### src/rtl/graph_loader_pkg.sv
// Shared definitions for the graph loader and the graph-memory consumer:
// FSM state encoding, adjacency-row / header field positions, pair limits.
package graph_loader_pkg;

    typedef enum logic [2:0] {
        IDLE,
        COLLECT,
        FLUSH,
        HEADER,
        DONE,
        ERR
    } gl_state_e;

    // Adjacency row: [127:120]=U, [119:112]=link count, [111:0]=V1,W1..V7,W7
    localparam int unsigned ROW_BITS     = 128;
    localparam int unsigned ROW_U_LO     = 120;
    localparam int unsigned ROW_CNT_LO   = 112;
    localparam int unsigned ROW_PAIRS_HI = 111;
    localparam int unsigned PAIR_W       = 16;
    localparam int unsigned MAX_PAIRS    = 7;

    // Header row at address 0: [76:64]=row count, [7:0]=num_nodes
    localparam int unsigned HEADER_ADDR  = 0;
    localparam int unsigned HDR_ROWS_LO  = 64;
    localparam int unsigned HDR_ROWS_W   = 13;
    localparam int unsigned HDR_NODES_LO = 0;

    function automatic logic [ROW_BITS-1:0] pack_header(
        input logic [HDR_ROWS_W-1:0] rows,
        input logic [7:0]            nodes
    );
        logic [ROW_BITS-1:0] h;
        h = '0;
        h[HDR_ROWS_LO +: HDR_ROWS_W] = rows;
        h[HDR_NODES_LO +: 8]         = nodes;
        return h;
    endfunction

endpackage

### src/rtl/graph_loader_row_packer.sv
// Pair buffer for one adjacency row: appends (V,W) pairs, tracks the pair
// count and presents the packed row.  Clear and append in the same cycle
// leaves exactly one pair, which seeds a new row from a held edge.
module gl_row_packer #(
    parameter int unsigned ROW_W     = 128,
    parameter int unsigned MAX_PAIRS = 7,
    parameter int unsigned CNT_W     = 3
) (
    input  logic             clock,
    input  logic             reset,
    input  logic             clr_i,
    input  logic             app_i,
    input  logic [7:0]       u_i,
    input  logic [7:0]       v_i,
    input  logic [7:0]       w_i,
    output logic [CNT_W-1:0] count_o,
    output logic [ROW_W-1:0] row_o
);
    import graph_loader_pkg::*;

    logic [PAIR_W-1:0] pairs_q [MAX_PAIRS];
    logic [CNT_W-1:0]  count_q;
    logic [CNT_W-1:0]  slot_d;

    // Slot that an append writes: restarts at 0 when the buffer is being cleared
    always_comb begin
        slot_d = clr_i ? '0 : count_q;
    end

    // Pair storage and count update
    always_ff @(posedge clock) begin
        if (!reset) begin
            count_q <= '0;
            for (int unsigned i = 0; i < MAX_PAIRS; i++) pairs_q[i] <= '0;
        end else begin
            if (clr_i) begin
                count_q <= '0;
                for (int unsigned i = 0; i < MAX_PAIRS; i++) pairs_q[i] <= '0;
            end
            if (app_i) begin
                pairs_q[slot_d] <= {v_i, w_i};
                count_q         <= slot_d + CNT_W'(1);
            end
        end
    end

    // Packed row image
    always_comb begin
        row_o = '0;
        row_o[ROW_U_LO +: 8]   = u_i;
        row_o[ROW_CNT_LO +: 8] = 8'(count_q);
        for (int unsigned i = 0; i < MAX_PAIRS; i++)
            row_o[ROW_PAIRS_HI - PAIR_W*i -: PAIR_W] = pairs_q[i];
    end

    assign count_o = count_q;

endmodule

### src/rtl/graph_loader.sv
// Graph loader: accepts a stream of edges sorted by source node, packs them
// into adjacency rows written from address 1, then writes a header at 0.
module graph_loader #(
    parameter int unsigned ADDR_W    = 13,
    parameter int unsigned ROW_W     = 128,
    parameter int unsigned MAX_PAIRS = 7
) (
    input  logic              clock,
    input  logic              reset,
    input  logic              start,
    input  logic [7:0]        num_nodes,
    input  logic              edge_valid,
    output logic              edge_ready,
    input  logic [7:0]        edge_src,
    input  logic [7:0]        edge_dst,
    input  logic [7:0]        edge_wt,
    input  logic              edge_last,
    output logic [ADDR_W-1:0] GMWAR,
    output logic [ROW_W-1:0]  GMWDR,
    output logic              GMWE,
    output logic              done,
    output logic              err
);
    import graph_loader_pkg::*;

    localparam int unsigned CNT_W = $clog2(MAX_PAIRS + 1);

    gl_state_e         state_q;
    logic [7:0]        nodes_q, cur_u_q;
    logic [ADDR_W-1:0] addr_q, rows_q, war_q;
    logic [7:0]        pend_src_q, pend_dst_q, pend_wt_q;
    logic              pend_v_q, pend_last_q, final_q;
    logic              ready_q, we_q, done_q, err_q;

    logic              accept_d, bad_d, same_row_d, full_d, start_d;
    logic              pk_clr_d, pk_app_d;
    logic [7:0]        pk_v_d, pk_w_d;
    logic [CNT_W-1:0]  pk_count;
    logic [ROW_W-1:0]  pk_row;

    gl_row_packer #(
        .ROW_W     (ROW_W),
        .MAX_PAIRS (MAX_PAIRS),
        .CNT_W     (CNT_W)
    ) u_packer (
        .clock   (clock),
        .reset   (reset),
        .clr_i   (pk_clr_d),
        .app_i   (pk_app_d),
        .u_i     (cur_u_q),
        .v_i     (pk_v_d),
        .w_i     (pk_w_d),
        .count_o (pk_count),
        .row_o   (pk_row)
    );

    // Beat classification and packer control
    always_comb begin
        accept_d   = edge_valid & ready_q;
        bad_d      = (edge_src == 8'd0) | (edge_src > nodes_q) |
                     (edge_dst == 8'd0) | (edge_dst > nodes_q) |
                     (edge_src < cur_u_q);
        same_row_d = (pk_count == '0) | (edge_src == cur_u_q);
        full_d     = (pk_count == CNT_W'(MAX_PAIRS - 1));
        start_d    = start & ((state_q == IDLE) | (state_q == DONE) | (state_q == ERR));
        // The flush cycle clears the buffer and, if an edge is held, seeds it as pair 1
        pk_clr_d   = start_d | (state_q == FLUSH);
        pk_app_d   = (accept_d & ~bad_d & same_row_d) | ((state_q == FLUSH) & pend_v_q);
        pk_v_d     = (state_q == FLUSH) ? pend_dst_q : edge_dst;
        pk_w_d     = (state_q == FLUSH) ? pend_wt_q  : edge_wt;
    end

    // Load sequencing FSM with registered handshake/write-enable/status outputs
    always_ff @(posedge clock) begin
        if (!reset) begin
            state_q     <= IDLE;
            nodes_q     <= '0;
            cur_u_q     <= '0;
            addr_q      <= '0;
            rows_q      <= '0;
            war_q       <= '0;
            pend_src_q  <= '0;
            pend_dst_q  <= '0;
            pend_wt_q   <= '0;
            pend_v_q    <= 1'b0;
            pend_last_q <= 1'b0;
            final_q     <= 1'b0;
            ready_q     <= 1'b0;
            we_q        <= 1'b0;
            done_q      <= 1'b0;
            err_q       <= 1'b0;
        end else begin
            case (state_q)
                IDLE, DONE, ERR: begin
                    if (start_d) begin
                        state_q  <= COLLECT;
                        nodes_q  <= num_nodes;
                        cur_u_q  <= '0;
                        addr_q   <= ADDR_W'(1);
                        rows_q   <= '0;
                        pend_v_q <= 1'b0;
                        final_q  <= 1'b0;
                        done_q   <= 1'b0;
                        err_q    <= 1'b0;
                        ready_q  <= 1'b1;
                    end
                end
                COLLECT: begin
                    if (accept_d) begin
                        if (bad_d) begin
                            state_q <= ERR;
                            err_q   <= 1'b1;
                            ready_q <= 1'b0;
                        end else if (same_row_d) begin
                            cur_u_q <= edge_src;
                            if (full_d | edge_last) begin
                                state_q <= FLUSH;
                                ready_q <= 1'b0;
                                we_q    <= 1'b1;
                                war_q   <= addr_q;
                                final_q <= edge_last;
                            end
                        end else begin
                            pend_src_q  <= edge_src;
                            pend_dst_q  <= edge_dst;
                            pend_wt_q   <= edge_wt;
                            pend_last_q <= edge_last;
                            pend_v_q    <= 1'b1;
                            state_q     <= FLUSH;
                            ready_q     <= 1'b0;
                            we_q        <= 1'b1;
                            war_q       <= addr_q;
                            final_q     <= 1'b0;
                        end
                    end
                end
                FLUSH: begin
                    rows_q <= rows_q + ADDR_W'(1);
                    if (final_q) begin
                        state_q <= HEADER;
                        war_q   <= ADDR_W'(HEADER_ADDR);
                    end else if (addr_q == '1) begin
                        state_q <= ERR;
                        err_q   <= 1'b1;
                        we_q    <= 1'b0;
                        war_q   <= '0;
                    end else begin
                        addr_q <= addr_q + ADDR_W'(1);
                        if (pend_v_q && pend_last_q) begin
                            // held edge was the final one: its row flushes next cycle
                            pend_v_q <= 1'b0;
                            cur_u_q  <= pend_src_q;
                            final_q  <= 1'b1;
                            war_q    <= addr_q + ADDR_W'(1);
                        end else begin
                            if (pend_v_q) cur_u_q <= pend_src_q;
                            pend_v_q <= 1'b0;
                            state_q  <= COLLECT;
                            ready_q  <= 1'b1;
                            we_q     <= 1'b0;
                            war_q    <= '0;
                        end
                    end
                end
                HEADER: begin
                    state_q <= DONE;
                    we_q    <= 1'b0;
                    war_q   <= '0;
                    done_q  <= 1'b1;
                end
                default: state_q <= IDLE;
            endcase
        end
    end

    // Write data: packed row in FLUSH, header in HEADER, zero otherwise
    always_comb begin
        GMWDR = '0;
        if (state_q == FLUSH)
            GMWDR = pk_row;
        else if (state_q == HEADER)
            GMWDR = ROW_W'(pack_header(HDR_ROWS_W'(rows_q), nodes_q));
    end

    assign edge_ready = ready_q;
    assign GMWE       = we_q;
    assign GMWAR      = war_q;
    assign done       = done_q;
    assign err        = err_q;

endmodule

### config.mk
export PLATFORM = sky130hd
export DESIGN_NAME = graph_loader
export DESIGN_NICKNAME = d
export VERILOG_FILES = /design/src/rtl/graph_loader_pkg.sv /design/src/rtl/graph_loader_row_packer.sv /design/src/rtl/graph_loader.sv
export SDC_FILE = /design/constraint.sdc
export NUM_CORES = 1
export LEC_CHECK = 0
export CAP_MARGIN = 20
export CORE_MARGIN = 10
export CORE_UTILIZATION = 45
export DETAILED_ROUTE_END_ITERATION = 8
export HOLD_SLACK_MARGIN = 0.05
export PLACE_DENSITY = 0.7
export SLEW_MARGIN = 0
export SYNTH_ARGS = -nofsm -noshare
export SYNTH_HDL_FRONTEND = slang
export SYNTH_SLANG_ARGS = --single-unit
### constraint.sdc
create_clock -name clock -period 13 [get_ports clock]
set_clock_uncertainty 0.05 [all_clocks]
set_input_delay 3.9 -clock clock [delete_from_list [all_inputs] [get_ports clock]]
set_output_delay 3.9 -clock clock [all_outputs]
set_load 0.01 [all_outputs]
==> Implementation_results.wiki <==
{| class="wikitable"
! Metric !! Value
|-
| Family with the most delay on the worst path || buffers and inverters
|-
| Share of post-route cells with drive strength above 1 || 0.0587
|-
| Cell area reported after detailed placement || 12100 um^2
|-
| Global-route usage over all layers || 0.192
|-
| Floorplan die width || 170 um
|-
| Total clock sinks || 204
|-
| Part of the power in combinational logic || 0.173
|-
| Simple logic cell fraction of the synthesized area || 0.241
|-
| Largest family of logic cells by synthesized area || simple AND/OR/NAND/NOR gates
|-
| Count of non-filler cells in the finished layout || 1489
|-
| Top cell by count, worst path || buf_4
|-
| Cell-internal power || 1.28 mW
|-
| Final Hold Viols || 0
|-
| Core footprint || 22000 um^2
|-
| Vias in the first global route || 8055
|-
| Unique masters post-synth || 71
|-
| Category of the critical setup timing path || reg2out
|-
| Antenna violations before repair || 0
|-
| Total of max-cap violations || 0
|-
| Via count || 8240
|-
| Setup TNS || 0 ns
|-
| TritonCTS clock tree || built
|-
| Net switching share of the total power || 0.279
|-
| Slowest cell on the critical path || buf_4
|-
| Clock latency on the worst-skew pair || 0.51 ns
|-
| Layout Nets || 1257
|-
| Share of flip-flops with an asynchronous set or reset || 0
|-
| Crit path time final || 7.57 ns
|-
| Pins over their slew limit || 0
|-
| Endpoint required time on the critical path || 9.05 ns
|-
| Maximum number of pins on one net before global-route repair || 98
|-
| Cell Rows || 54
|-
| F_max || 132 MHz
|-
| Clk pwr share || 0.369
|-
| DIE AREA || 28900 um^2
|-
| Starting utilization of the core area || 0.462
|-
| Worst-case setup margin in the final layout || 5.43 ns
|-
| Place WS || 5.22 ns
|-
| H-Tree Depth || 1
|-
| # resized after CTS || 0
|-
| Number of setup violations in the final report || 0
|-
| Ant diodes || 0
|-
| Sequential Power Share || 0.459
|-
| Final cell area excluding filler cells || 12800 um^2
|-
| Number of hold buffers added after cts || 0
|-
| Pre-Repair DR Iteration Count || 5
|-
| Remaining DRCs || 0
|-
| Worst-margin pin slew || 1.13 ns
|-
| Buffers inserted during post-CTS setup optimization || 0
|-
| Fraction of synthesized area in multiplexers || 0.0474
|-
| Clock transition at the registers of the reported paths || 0.06 ns
|-
| Xor-xnor portion of the synthesized cell area || 0.000864
|-
| DPL Wire Length || 20100 um
|-
| Crit start category || flop
|-
| Placed insts || 1449
|-
| Routability-driven placement congestion ratio || 0.901
|-
| GRT Residual Overflow || 0
|-
| First-pass GRT wire length || 45000 um
|-
| WL final || 28600 um
|-
| Status || complete, no violations
|-
| Fillers || 1916
|-
| Cell area power density || 138 nW/um^2
|-
| Number of synthesized register bits || 204
|-
| Sequential cell area fraction in the yosys report || 0.514
|-
| Kind of capture point of the worst setup path || output port
|-
| Cell count after synthesis || 1038
|-
| Number of flops mapped to enable cells by yosys || 112
|-
| IO Pins || 182
|-
| Clock tree root buffer cell || clkbuf_16
|-
| Total buffers and inverters traversed by the critical path || 3
|-
| Synth warnings || 0
|-
| Area of the mapped netlist || 10100 um^2
|-
| Leakage || 4.72 nW
|-
| Number of buffers between clock root and the deepest sink || 3
|-
| Count of input and output buffers || 176
|-
| ANT nets after route || 0
|-
| DR vias/cell || 5.53
|-
| Setup repair after global routing missed its margin || no
|-
| Die boundary height || 170 um
|-
| Compound-cell area share of the yosys netlist || 0.124
|-
| Rel. slew slack || 0.229
|-
| Largest incremental delay on the critical path || 0.79 ns
|-
| Initial detailed-routing violation count || 586
|-
| Average routed wire per standard cell || 19.2 um
|-
| Arrival time worst endpoint || 3.62 ns
|-
| Power spent charging and discharging nets || 494 uW
|-
| Syn_area_per_cell || 9.76 um^2
|-
| Peak supply drop || 0.0886 mV
|-
| Largest fanout on the critical path || 97
|-
| Area delta synth->final || 26.8%
|-
| Path class of the lowest-slack min-delay path || reg2reg
|-
| Arithmetic-cell share of the synthesized area counting full adders, half adders and majority gates || 0.0333
|-
| Final Cycle Share || 0.582
|-
| CTS Buf Count || 22
|-
| Series of cell instances along the critical path || nor3b_2 > buf_4 > buf_4 > a22o_1 > clkdlybuf4s50_1
|-
| Predominant post-synthesis flop cell || edfxtp_1
|}
cells in the mapped netlist, drive strengths merged (3+ instances only):
| master | n | area share |
|---|---|---|
| mux2i | 48 | 0.047 |
| nor2b | 16 | 0.0099 |
| or3 | 5 | 0.0031 |
| and4 | 5 | 0.0043 |
| o31ai | 7 | 0.0057 |
| nand4 | 9 | 0.0085 |
| edfxtp | 112 | 0.33 |
| o21ai | 32 | 0.017 |
| nand2b | 7 | 0.0043 |
| buf | 29 | 0.018 |
| inv | 22 | 0.0081 |
| a221oi | 3 | 0.0026 |
| o211ai | 3 | 0.0036 |
| a31oi | 4 | 0.0025 |
| nand3 | 24 | 0.017 |
| a22oi | 12 | 0.0089 |
| a21o | 3 | 0.0023 |
| a211oi | 20 | 0.015 |
| clkbuf | 37 | 0.014 |
| nor2 | 198 | 0.074 |
| and2 | 103 | 0.064 |
| nor4 | 6 | 0.0037 |
| dfxtp | 92 | 0.18 |
| nor3 | 30 | 0.016 |
| and3 | 9 | 0.0056 |
| ha | 27 | 0.033 |
| a22o | 21 | 0.018 |
| a21oi | 61 | 0.030 |
| nand2 | 59 | 0.022 |
tightest hold or removal path, delay by kind of cell, from the launching register on:
family / cells / cell delay, ns
AO/OA/AOI/OAI: 1 / 0.05
AND/OR/NAND/NOR: 1 / 0.05
flip-flops: 1 / 0.31
power groups by stage:
stage / Sequential [mW] / Combinational (mW) / Clock, mW
floorplan: 0.806 / 0.205 / 0
finish: 0.812 / 0.306 / 0.653
CTS: 0.811 / 0.303 / 0.663
detailed placement: 0.823 / 0.301 / 0
global route: 0.820 / 0.340 / 0.689
global placement: 0.823 / 0.293 / 0
metrics by stage:
| step | hold WS [ns] | utilization | power [mW] |
|---|---|---|---|
| 2_1_floorplan | 0.399 | - | 1.01 |
| 3_3_place_gp | 0.389 | 0.548 | 1.12 |
| 3_5_place_dp | 0.400 | 0.550 | 1.12 |
| 4_1_cts | 0.412 | 0.585 | 1.78 |
| 5_1_grt | 0.437 | 0.585 | 1.85 |
| 6_report | 0.410 | 0.585 | 1.77 |
cell usage in the layout (no fill, tap or decap), types with 9 or more instances in the layout:
master / Yosys / layout
nor2b_1: 16 / 16
ha_1: 27 / 27
nand3_1: 20 / 20
dfxtp_1: 92 / 92
clkbuf_16: 0 / 22
mux2i_1: 48 / 48
clkdlybuf4s50_1: 0 / 176
o21ai_0: 29 / 29
nor2_1: 197 / 197
a22o_1: 21 / 21
a211oi_1: 20 / 20
nand2_1: 59 / 59
a21oi_1: 61 / 61
buf_4: 5 / 15
and2_1: 102 / 102
a22oi_1: 12 / 12
and3_1: 9 / 9
inv_1: 21 / 21
edfxtp_1: 112 / 112
nor3_1: 28 / 28
layout make-up:
cell class,instances,area (um^2),share of cell area
sequential,204,5200,0.405
clock inverter,8,126,0.00984
clock buffer,32,638,0.0497
timing repair buffer,193,1900,0.148
multi-input combinational,750,4550,0.354
tap,280,350,0.0273
inverter,22,82.6,0.00643
registers in the layout (all words and copies together), names as in the netlist, 8 cells and up:
name and count:
nodes_q 8, GMWAR 13, pend_dst_q 8, rows_q 13
pend_src_q 8, cur_u_q 8, u_packer.pairs_q 112, addr_q 13
pend_wt_q 8
worst paths after layout:
path	startpoint	end	cells after the start	slack, ns
max	state_q[1]	GMWDR[7]	5	5.43
min	GMWAR[6]	GMWAR[6]	2	0.41
max reg2reg	nodes_q[5]	u_packer.pairs_q[0][11]	9	9.23
min reg2reg	GMWAR[6]	GMWAR[6]	2	0.41
routing by layer:
| layer | part of all wire | routed length [um] | global-route usage | vias to the layer above |
|---|---|---|---|---|
| met5 | 0 | 0 | 0 | - |
| met4 | 0.026 | 741 | 0.0530 | 0 |
| met3 | 0.077 | 2200 | 0.0419 | 57 |
| met2 | 0.45 | 12800 | 0.310 | 319 |
| met1 | 0.45 | 12900 | 0.254 | 3884 |
| li1 | - | - | - | 3980 |
cell families (layout without fill, tap and decap cells):
kind of cell	count (synthesis)	after routing
AOI/OAI and AO/OA	187	187
xor gates and xnor gates	1	1
adders and majority gates	27	27
buffers and inverters	88	255
DFF	204	204
muxes	48	48
other	1	5
and+or+nand+nor	482	482
Note: power is estimated with default switching activity, not from simulation.
